`config.mk`:
```
export PLATFORM = sky130hd
export DESIGN_NAME = decode_stage_flat
export DESIGN_NICKNAME = d
export VERILOG_FILES = /design/src/rtl/decode_stage_if.sv /design/src/rtl/decode_stage.sv /design/src/flat_wrapper.sv
export SDC_FILE = /design/constraint.sdc
export NUM_CORES = 1
export LEC_CHECK = 0
export BUFFER_PORTS_ARGS = -buffer_cell sky130_fd_sc_hd__buf_2
export CAP_MARGIN = 0
export CORE_ASPECT_RATIO = 1.25
export CORE_UTILIZATION = 49
export CTS_BUF_LIST = sky130_fd_sc_hd__clkbuf_8
export CTS_CLUSTER_DIAMETER = 200
export DETAILED_ROUTE_END_ITERATION = 7
export MAX_ROUTING_LAYER = met4
export PLACE_DENSITY = 0.82
export SKIP_LAST_GASP = 1
export SYNTH_ARGS = -nofsm -noshare
export SYNTH_HDL_FRONTEND = slang
export SYNTH_SLANG_ARGS = --single-unit
```
`constraint.sdc`:
```
create_clock -name ds_i_clk -period 3.1 [get_ports ds_i_clk]
set_clock_uncertainty 0.2 [all_clocks]
set_input_delay 0.62 -clock ds_i_clk [delete_from_list [all_inputs] [get_ports ds_i_clk]]
set_output_delay 0.62 -clock ds_i_clk [all_outputs]
set_load 0.01 [all_outputs]
```
`src/rtl/decode_stage_if.sv`:
```
// decode_stage_if: IF/ID-side and ID/EX-side signal bundle for decode_stage.
// master: the decode stage (drives ds_o_*); slave: the surrounding pipeline (drives ds_i_*).
// Carries the IF/ID handshake (valid/ready/flush, instr, pc), the ID/EX handshake
// (valid/ready), the decoded fields, the control bits, the illegal pulse and the bubble count.
interface decode_stage_if #(
  parameter int DWIDTH      = 32,
  parameter int PCWIDTH     = 32,
  parameter int AWIDTH      = 5,
  parameter int STALL_CNT_W = 16
);
  logic                   ds_i_valid, ds_o_ready, ds_i_flush, ds_o_valid, ds_i_ready;
  logic [31:0]            ds_i_instr;
  logic [PCWIDTH-1:0]     ds_i_pc, ds_o_target, ds_o_link;
  logic [5:0]             ds_o_opcode, ds_o_funct;
  logic [AWIDTH-1:0]      ds_o_addr_rs, ds_o_addr_rt, ds_o_addr_rd;
  logic [DWIDTH-1:0]      ds_o_imm;
  logic                   ds_o_alu_src, ds_o_reg_wr, ds_o_memwrite, ds_o_memtoreg;
  logic                   ds_o_branch, ds_o_jal, ds_o_jr, ds_o_illegal;
  logic [STALL_CNT_W-1:0] ds_o_stall_cnt;
  modport master (
    input  ds_i_valid, ds_i_instr, ds_i_pc, ds_i_flush, ds_i_ready,
    output ds_o_ready, ds_o_valid, ds_o_opcode, ds_o_funct, ds_o_addr_rs, ds_o_addr_rt,
           ds_o_addr_rd, ds_o_imm, ds_o_target, ds_o_link, ds_o_alu_src, ds_o_reg_wr,
           ds_o_memwrite, ds_o_memtoreg, ds_o_branch, ds_o_jal, ds_o_jr, ds_o_illegal,
           ds_o_stall_cnt
  );
  modport slave (
    output ds_i_valid, ds_i_instr, ds_i_pc, ds_i_flush, ds_i_ready,
    input  ds_o_ready, ds_o_valid, ds_o_opcode, ds_o_funct, ds_o_addr_rs, ds_o_addr_rt,
           ds_o_addr_rd, ds_o_imm, ds_o_target, ds_o_link, ds_o_alu_src, ds_o_reg_wr,
           ds_o_memwrite, ds_o_memtoreg, ds_o_branch, ds_o_jal, ds_o_jr, ds_o_illegal,
           ds_o_stall_cnt
  );
endinterface

```
`src/rtl/decode_stage.sv`:
```
// decode_stage: registered MIPS ID stage with load-use interlock and ID/EX valid/ready handshake.
// Ports: ds_i_clk clock; ds_i_rst asynchronous active-low reset; bus (decode_stage_if.master)
// carrying IF/ID inputs, ID/EX handshake and all registered decode outputs.
// Optional: define DECODE_STAGE_STALL_CNT_EN to build the saturating bubble counter;
// otherwise ds_o_stall_cnt is tied to 0.
module decode_stage #(
  parameter int DWIDTH      = 32,
  parameter int PCWIDTH     = 32,
  parameter int AWIDTH      = 5,
  parameter int STALL_CNT_W = 16
) (
  input logic ds_i_clk,
  input logic ds_i_rst,
  decode_stage_if.master bus
);
  localparam logic [5:0] RTYPE = 6'h00, JAL = 6'h03, BEQ = 6'h04, BNE = 6'h05, ADDI = 6'h08,
                         ADDIU = 6'h09, SLTI = 6'h0a, SLTIU = 6'h0b, ANDI = 6'h0c, ORI = 6'h0d,
                         LOAD = 6'h23, STORE = 6'h2b, F_JR = 6'h08;
  typedef struct packed {
    logic [5:0]         opcode, funct;
    logic [AWIDTH-1:0]  rs, rt, rd;
    logic [DWIDTH-1:0]  imm;
    logic [PCWIDTH-1:0] target, link;
    logic               alu_src, reg_wr, memwrite, memtoreg, branch, jal, jr;
  } dec_t;
  dec_t dec, out_d, out_q;
  logic valid_d, valid_q, illegal_d, illegal_q, ld, haz;
  logic is_r, is_jr, is_ialu, is_ld, is_st, is_br, is_jal, legal, uses_rs, uses_rt;
  logic [5:0] op;
  logic [PCWIDTH-1:0] bofs;
  logic [DWIDTH-1:0] sext;
  assign op = bus.ds_i_instr[31:26];
  always_comb begin
    is_r    = op == RTYPE;
    is_jr   = is_r & (bus.ds_i_instr[5:0] == F_JR);
    is_ialu = op inside {ADDI, ADDIU, SLTI, SLTIU, ANDI, ORI};
    is_ld   = op == LOAD;
    is_st   = op == STORE;
    is_br   = op inside {BEQ, BNE};
    is_jal  = op == JAL;
    legal   = is_r | is_ialu | is_ld | is_st | is_br | is_jal;
    uses_rs = is_r | is_ialu | is_ld | is_st | is_br;
    uses_rt = is_r | is_br | is_st;
    sext    = {{(DWIDTH-16){bus.ds_i_instr[15]}}, bus.ds_i_instr[15:0]};
    bofs    = {{(PCWIDTH-18){bus.ds_i_instr[15]}}, bus.ds_i_instr[15:0], 2'b00};
    dec          = '0;
    dec.opcode   = op;
    dec.funct    = is_r ? bus.ds_i_instr[5:0] : 6'd0;
    dec.rs       = is_jr ? AWIDTH'(31) : AWIDTH'(bus.ds_i_instr[25:21]);
    dec.rt       = AWIDTH'(bus.ds_i_instr[20:16]);
    dec.rd       = is_r ? AWIDTH'(bus.ds_i_instr[15:11]) : is_jal ? AWIDTH'(31) : '0;
    dec.imm      = (op inside {ANDI, ORI}) ? DWIDTH'(bus.ds_i_instr[15:0]) :
                   (is_ialu | is_ld | is_st | is_br) ? sext : '0;
    dec.link     = bus.ds_i_pc + PCWIDTH'(4);
    dec.target   = is_br ? dec.link + bofs :
                   is_jal ? {dec.link[PCWIDTH-1:28], bus.ds_i_instr[25:0], 2'b00} : '0;
    dec.alu_src  = is_ialu | is_ld | is_st;
    dec.reg_wr   = (is_r & ~is_jr) | is_ialu | is_ld | is_jal;
    dec.memwrite = is_st;
    dec.memtoreg = is_ld;
    dec.branch   = is_br;
    dec.jal      = is_jal;
    dec.jr       = is_jr;
  end
  // The load in ID/EX writes its rt; any consumer of that register must wait one cycle.
  assign haz = bus.ds_i_valid & valid_q & out_q.memtoreg & (out_q.rt != '0) &
               ((uses_rs & (dec.rs == out_q.rt)) | (uses_rt & (dec.rt == out_q.rt)));
  assign ld = ~valid_q | bus.ds_i_ready;
  assign bus.ds_o_ready = ld & ~haz & ~bus.ds_i_flush;
  always_comb begin
    out_d     = out_q;
    valid_d   = valid_q;
    illegal_d = 1'b0;
    if (bus.ds_i_flush) valid_d = 1'b0;
    else if (ld & haz) begin
      valid_d = 1'b0;
      out_d   = '0;
    end else if (ld & bus.ds_i_valid) begin
      valid_d   = legal;
      illegal_d = ~legal;
      out_d     = legal ? dec : out_q;
    end else if (ld) valid_d = 1'b0;
  end
  always_ff @(posedge ds_i_clk or negedge ds_i_rst)
    if (!ds_i_rst) begin
      out_q     <= '0;
      valid_q   <= 1'b0;
      illegal_q <= 1'b0;
    end else begin
      out_q     <= out_d;
      valid_q   <= valid_d;
      illegal_q <= illegal_d;
    end
`ifdef DECODE_STAGE_STALL_CNT_EN
  logic [STALL_CNT_W-1:0] cnt_d, cnt_q;
  assign cnt_d = (~bus.ds_i_flush & ld & haz & ~&cnt_q) ? cnt_q + STALL_CNT_W'(1) : cnt_q;
  always_ff @(posedge ds_i_clk or negedge ds_i_rst)
    if (!ds_i_rst) cnt_q <= '0;
    else cnt_q <= cnt_d;
  assign bus.ds_o_stall_cnt = cnt_q;
`else
  assign bus.ds_o_stall_cnt = '0;
`endif
  assign bus.ds_o_valid    = valid_q;
  assign bus.ds_o_illegal  = illegal_q;
  assign bus.ds_o_opcode   = out_q.opcode;
  assign bus.ds_o_funct    = out_q.funct;
  assign bus.ds_o_addr_rs  = out_q.rs;
  assign bus.ds_o_addr_rt  = out_q.rt;
  assign bus.ds_o_addr_rd  = out_q.rd;
  assign bus.ds_o_imm      = out_q.imm;
  assign bus.ds_o_target   = out_q.target;
  assign bus.ds_o_link     = out_q.link;
  assign bus.ds_o_alu_src  = out_q.alu_src;
  assign bus.ds_o_reg_wr   = out_q.reg_wr;
  assign bus.ds_o_memwrite = out_q.memwrite;
  assign bus.ds_o_memtoreg = out_q.memtoreg;
  assign bus.ds_o_branch   = out_q.branch;
  assign bus.ds_o_jal      = out_q.jal;
  assign bus.ds_o_jr       = out_q.jr;
endmodule

```
`src/flat_wrapper.sv`:
```
// flat-port wrapper written by rule: the top's interface ports become plain ports
module decode_stage_flat 
#(
  parameter int DWIDTH      = 32,
  parameter int PCWIDTH     = 32,
  parameter int AWIDTH      = 5,
  parameter int STALL_CNT_W = 16
)
  (ds_i_clk, ds_i_rst, bus_ds_i_valid, bus_ds_i_instr, bus_ds_i_pc, bus_ds_i_flush, bus_ds_i_ready, bus_ds_o_ready, bus_ds_o_valid, bus_ds_o_opcode, bus_ds_o_funct, bus_ds_o_addr_rs, bus_ds_o_addr_rt, bus_ds_o_addr_rd, bus_ds_o_imm, bus_ds_o_target, bus_ds_o_link, bus_ds_o_alu_src, bus_ds_o_reg_wr, bus_ds_o_memwrite, bus_ds_o_memtoreg, bus_ds_o_branch, bus_ds_o_jal, bus_ds_o_jr, bus_ds_o_illegal, bus_ds_o_stall_cnt);
  decode_stage_if #(.DWIDTH(DWIDTH), .PCWIDTH(PCWIDTH), .AWIDTH(AWIDTH), .STALL_CNT_W(STALL_CNT_W)) bus_i ();
  input logic ds_i_clk;
  input logic ds_i_rst;
  input wire logic [$bits(bus_i.ds_i_valid)-1:0] bus_ds_i_valid;
  input wire logic [$bits(bus_i.ds_i_instr)-1:0] bus_ds_i_instr;
  input wire logic [$bits(bus_i.ds_i_pc)-1:0] bus_ds_i_pc;
  input wire logic [$bits(bus_i.ds_i_flush)-1:0] bus_ds_i_flush;
  input wire logic [$bits(bus_i.ds_i_ready)-1:0] bus_ds_i_ready;
  output wire logic [$bits(bus_i.ds_o_ready)-1:0] bus_ds_o_ready;
  output wire logic [$bits(bus_i.ds_o_valid)-1:0] bus_ds_o_valid;
  output wire logic [$bits(bus_i.ds_o_opcode)-1:0] bus_ds_o_opcode;
  output wire logic [$bits(bus_i.ds_o_funct)-1:0] bus_ds_o_funct;
  output wire logic [$bits(bus_i.ds_o_addr_rs)-1:0] bus_ds_o_addr_rs;
  output wire logic [$bits(bus_i.ds_o_addr_rt)-1:0] bus_ds_o_addr_rt;
  output wire logic [$bits(bus_i.ds_o_addr_rd)-1:0] bus_ds_o_addr_rd;
  output wire logic [$bits(bus_i.ds_o_imm)-1:0] bus_ds_o_imm;
  output wire logic [$bits(bus_i.ds_o_target)-1:0] bus_ds_o_target;
  output wire logic [$bits(bus_i.ds_o_link)-1:0] bus_ds_o_link;
  output wire logic [$bits(bus_i.ds_o_alu_src)-1:0] bus_ds_o_alu_src;
  output wire logic [$bits(bus_i.ds_o_reg_wr)-1:0] bus_ds_o_reg_wr;
  output wire logic [$bits(bus_i.ds_o_memwrite)-1:0] bus_ds_o_memwrite;
  output wire logic [$bits(bus_i.ds_o_memtoreg)-1:0] bus_ds_o_memtoreg;
  output wire logic [$bits(bus_i.ds_o_branch)-1:0] bus_ds_o_branch;
  output wire logic [$bits(bus_i.ds_o_jal)-1:0] bus_ds_o_jal;
  output wire logic [$bits(bus_i.ds_o_jr)-1:0] bus_ds_o_jr;
  output wire logic [$bits(bus_i.ds_o_illegal)-1:0] bus_ds_o_illegal;
  output wire logic [$bits(bus_i.ds_o_stall_cnt)-1:0] bus_ds_o_stall_cnt;
  assign bus_i.ds_i_valid = bus_ds_i_valid;
  assign bus_i.ds_i_instr = bus_ds_i_instr;
  assign bus_i.ds_i_pc = bus_ds_i_pc;
  assign bus_i.ds_i_flush = bus_ds_i_flush;
  assign bus_i.ds_i_ready = bus_ds_i_ready;
  assign bus_ds_o_ready = bus_i.ds_o_ready;
  assign bus_ds_o_valid = bus_i.ds_o_valid;
  assign bus_ds_o_opcode = bus_i.ds_o_opcode;
  assign bus_ds_o_funct = bus_i.ds_o_funct;
  assign bus_ds_o_addr_rs = bus_i.ds_o_addr_rs;
  assign bus_ds_o_addr_rt = bus_i.ds_o_addr_rt;
  assign bus_ds_o_addr_rd = bus_i.ds_o_addr_rd;
  assign bus_ds_o_imm = bus_i.ds_o_imm;
  assign bus_ds_o_target = bus_i.ds_o_target;
  assign bus_ds_o_link = bus_i.ds_o_link;
  assign bus_ds_o_alu_src = bus_i.ds_o_alu_src;
  assign bus_ds_o_reg_wr = bus_i.ds_o_reg_wr;
  assign bus_ds_o_memwrite = bus_i.ds_o_memwrite;
  assign bus_ds_o_memtoreg = bus_i.ds_o_memtoreg;
  assign bus_ds_o_branch = bus_i.ds_o_branch;
  assign bus_ds_o_jal = bus_i.ds_o_jal;
  assign bus_ds_o_jr = bus_i.ds_o_jr;
  assign bus_ds_o_illegal = bus_i.ds_o_illegal;
  assign bus_ds_o_stall_cnt = bus_i.ds_o_stall_cnt;
  decode_stage #(.DWIDTH(DWIDTH), .PCWIDTH(PCWIDTH), .AWIDTH(AWIDTH), .STALL_CNT_W(STALL_CNT_W)) u_core (.ds_i_clk(ds_i_clk), .ds_i_rst(ds_i_rst), .bus(bus_i));
endmodule
```
==> metrics.log <==
[metrics] failing checks: DRC, setup timing
[metrics] number of primary I/O pins: 218
[metrics] filler cell count: 796
[metrics] Internal: 3.443 mW
[metrics] worst vdd rail ir drop: 0.2646 mV
[metrics] layout cells sized above 1: 0.5148
[metrics] number of remaining DRC errors: 4
[metrics] Syn-to-layout area delta: 57.53%
[metrics] detailed route wirelength on metal3: 2938 microns
[metrics] Post-synth top cells: sky130_fd_sc_hd__dfrtp_1, sky130_fd_sc_hd__nand2_1, sky130_fd_sc_hd__a22o_1
[metrics] fraction of registers with async set/reset: 1.000
[metrics] GRT Overall Usage: 0.3579
[metrics] hold buffer count at CTS: 0
[metrics] setup repair after global routing missed its margin: true
[metrics] top-count cell post-synth: sky130_fd_sc_hd__dfrtp_1
[metrics] Seq cells post-synth: 117
[metrics] Rows: 49
[metrics] count of antenna-violating nets left after detailed routing: 0
[metrics] Total Routed Length: 30,830 microns
[metrics] pre-CTS setup slack: -0.9683 ns
[metrics] Max Fanout on Critical Path: 4
[metrics] part of the total power dissipated in the clock network: 0.313
[metrics] clk_lat worst skew: 0.44 ns
[metrics] Switching Power: 1.758 mW
[metrics] initial core utilization: 0.5042
[metrics] startpoint type of the worst setup path: input port
[metrics] crit path kind: in2reg
[metrics] Synth cell types: 67
[metrics] number of setup violations in the final report: 21
[metrics] Die Width: 110.9 microns
[metrics] routed length on met1: 10,610 microns
[metrics] area of the die: 15,320 sq um
[metrics] TritonCTS clock tree: yes
[metrics] status: finished with violations
[metrics] maximum level of the CTS H-tree: 4
[metrics] max capacitance violation total: 0
[metrics] gate count after technology mapping: 764
[metrics] area share of the largest cell type after synthesis: 0.4030
[metrics] TritonCTS buffer count: 17
[metrics] via count: 8,501
[metrics] height of the die: 138.1 microns
[metrics] count of TritonRoute iterations in the first routing pass: 8
[metrics] Slew Limit Headroom: 0.4985
[metrics] PwrDens: 454.5 nW/um^2
[metrics] highest metal layer used by the detailed router: met4
[metrics] combinational fraction of design power: 0.332
[metrics] clk sink count: 117
[metrics] nature of the critical path endpoint: flip-flop
[metrics] fraction of the core area covered by cells at the end of the flow: 0.7943
[metrics] Fmax: 273.9 MHz
[metrics] cell type contributing the most total cell area after synthesis: sky130_fd_sc_hd__dfrtp_1
[metrics] number of synthesized flops with an enable pin: 0
[metrics] static leakage: 5.733 nW
[metrics] number of DRC markers after the initial detailed-route iteration: 1,022
[metrics] number of port buffers: 201
[metrics] area of the placeable core: 14,410 sq um
[metrics] Root Driver: sky130_fd_sc_hd__clkbuf_8
[metrics] register clock-pin slew on the reported worst setup and hold paths: 0.08 ns
[metrics] Routed wire per std cell: 22.69 microns
[metrics] portion of the post-synthesis area used by sequential elements: 0.4030
[metrics] vias in the first global route: 8,116
[metrics] largest net degree at the start of global routing: 54
[metrics] initial antenna violation count: 2
[metrics] Tmin final: 3.651 ns
[metrics] net total in the final layout: 1,272
[metrics] global-route wire length before repair: 41,960 microns
[metrics] prevailing post-synth register cell: sky130_fd_sc_hd__dfrtp_1
[metrics] warnings from Yosys: 0
[metrics] Seq pwr share: 0.354
[metrics] synthesized area: 7264 sq um
[metrics] storage element area: 2930 sq um
[metrics] cell types occupying the most area after synthesis: sky130_fd_sc_hd__dfrtp_1, sky130_fd_sc_hd__a22o_1, sky130_fd_sc_hd__ha_1
[metrics] total negative setup slack: -6.951 ns
[metrics] mean post-synth cell area: 9.508 sq um
[metrics] placer congestion estimate: 0.9634
[metrics] ratio of final minimum period to clock period: 1.178
[metrics] half-perimeter wire length after placement: 18,490 microns
[metrics] switching portion of total power: 0.3380
[metrics] Hold Path Class: in2async
[metrics] critical path data required time: 3.22 ns
[metrics] area of the multi-input gates: 4837 sq um
[metrics] arrival time reported for the critical path endpoint: 3.77 ns
[metrics] worst-margin pin slew: 0.7522 ns
[metrics] hold violation total from the final report: 0
[metrics] met2 WL: 14,920 microns
[metrics] total overflow reported by the global router: 0
[metrics] Slew Limit Fails: 0
[metrics] Vias/cell: 6.255
[metrics] setup slack after layout: -0.5514 ns
[metrics] maximum count of clock buffers along a single path: 2
## power by group through the flow
stage	clock (mW)	combinational, mW	sequential, mW
after global routing	1.69	1.81	1.86
final	1.63	1.73	1.84
after global placement	0	1.36	1.85
after floorplan	0	0.641	1.94
after detailed placement	0	1.39	1.86
after CTS	1.62	1.51	1.83
## worst max-delay path, cell delays in order
cell and delay (ns):
sky130_fd_sc_hd__buf_8 0.09, sky130_fd_sc_hd__buf_12 0.10, sky130_fd_sc_hd__ha_4 0.11, sky130_fd_sc_hd__and3_4 0.21, sky130_fd_sc_hd__nand3_4 0.11, sky130_fd_sc_hd__buf_6 0.15, sky130_fd_sc_hd__nor3_4 0.22, sky130_fd_sc_hd__xor2_2 0.10
sky130_fd_sc_hd__buf_4 0.15, sky130_fd_sc_hd__ha_4 0.26, sky130_fd_sc_hd__buf_4 0.13, sky130_fd_sc_hd__nand2_1 0.20, sky130_fd_sc_hd__nor2_2 0.31, sky130_fd_sc_hd__a211oi_4 0.12, sky130_fd_sc_hd__a21o_1 0.21, sky130_fd_sc_hd__o41ai_2 0.37
sky130_fd_sc_hd__xnor2_1 0.19, sky130_fd_sc_hd__o21ai_1 0.11
## path summary, 6_finish.rpt
kind / depth (start not counted) / startpoint / slack [ns] / endpoint
worst max-delay path: 18 / bus_ds_i_pc[2] / -0.55 / u_core.bus.ds_o_target[29]
worst min-delay path: 1 / ds_i_rst / 0.01 / u_core.bus.ds_o_link[7]
worst max register to register: 12 / u_core.bus.ds_o_addr_rt[4] / 0.17 / u_core.bus.ds_o_imm[5]
worst min register to register: 2 / u_core.bus.ds_o_branch / 0.27 / u_core.bus.ds_o_branch
max in group asynchronous: 2 / ds_i_rst / 1.84 / u_core.bus.ds_o_link[16]
min in group ds_i_clk: 2 / bus_ds_i_flush / 0.21 / u_core.bus.ds_o_valid
## repair_timing
item	CTS	global route
pin swaps	69	77
endpoints found under the hold margin	0	0
setup endpoints to repair	20	65
setup buffers	31	21
resized for setup	60	83
## stage by stage
step | total power [mW] | area (sq um) | hold WS, ns | std cells
after floorplan | 2.583 | 7556 | 0.1244 | 779
after global placement | 3.213 | 9888 | 0.2454 | 1285
after detailed placement | 3.249 | 9888 | 0.2654 | 1285
after CTS | 4.962 | 10850 | 0.04289 | 1343
after global routing | 5.369 | 11440 | 0.06563 | 1359
final | 5.202 | 11440 | 0.01335 | 1359
## flip-flops by register name, indices dropped and copies added, names as in the netlist
name,flops
u_core.bus.ds_o_link,32
u_core.bus.ds_o_target,32
u_core.bus.ds_o_imm,17
u_core.bus.ds_o_funct,6
u_core.bus.ds_o_opcode,6
u_core.bus.ds_o_addr_rd,5
u_core.bus.ds_o_addr_rs,5
u_core.bus.ds_o_addr_rt,5
u_core.bus.ds_o_alu_src,1
u_core.bus.ds_o_branch,1
u_core.bus.ds_o_illegal,1
u_core.bus.ds_o_jal,1
u_core.bus.ds_o_jr,1
u_core.bus.ds_o_memtoreg,1
u_core.bus.ds_o_memwrite,1
u_core.bus.ds_o_reg_wr,1
u_core.bus.ds_o_valid,1
## routing by layer
metal	up-vias	global-route usage
met5	-	-
met4	0	0.2407
met3	241	0.05787
met2	683	0.5888
met1	4042	0.3995
li1	3535	-
## layout by cell type (no fill, tap or decap), types with 13 or more instances in the layout
cell type	Yosys	final
sky130_fd_sc_hd__buf_4	31	215
sky130_fd_sc_hd__buf_2	5	193
sky130_fd_sc_hd__dfrtp_1	117	115
sky130_fd_sc_hd__nand2_1	76	71
sky130_fd_sc_hd__a22o_1	57	57
sky130_fd_sc_hd__o21ai_0	51	37
sky130_fd_sc_hd__a21oi_1	34	23
sky130_fd_sc_hd__nor2_1	32	22
sky130_fd_sc_hd__ha_1	36	22
sky130_fd_sc_hd__xnor2_1	35	20
sky130_fd_sc_hd__inv_1	20	20
sky130_fd_sc_hd__a21o_1	19	19
sky130_fd_sc_hd__buf_6	3	19
sky130_fd_sc_hd__o21ai_1	9	18
sky130_fd_sc_hd__clkbuf_8	0	18
sky130_fd_sc_hd__xor2_1	26	17
sky130_fd_sc_hd__conb_1	1	16
sky130_fd_sc_hd__nand3_1	23	15
sky130_fd_sc_hd__xnor2_2	1	13
## final cells by class
type / instances / area share
flip-flops and latches: 117 / 0.2561
repair buffers: 434 / 0.2560
clock buffers: 18 / 0.02165
inverters: 20 / 0.006560
diodes: 2 / 0.0004373
clock inverters: 14 / 0.01717
well taps: 178 / 0.01946
multi-input cells: 576 / 0.4227
## kinds of logic (layout without fill, tap and decap cells)
kind of cell | after synthesis | after routing | share of synthesized area
AND/OR/NAND/NOR | 217 | 217 | 0.1509
AO/OA/AOI/OAI | 242 | 242 | 0.2377
other | 1 | 18 | 0.0005162
flip-flops | 117 | 117 | 0.4030
XOR/XNOR | 62 | 62 | 0.07578
adder cells (fa/ha/maj) | 37 | 37 | 0.06476
buffers and inverters | 86 | 486 | 0.06459
multiplexers | 2 | 2 | 0.002756
No activity file was read; power rests on OpenSTA's default activity.
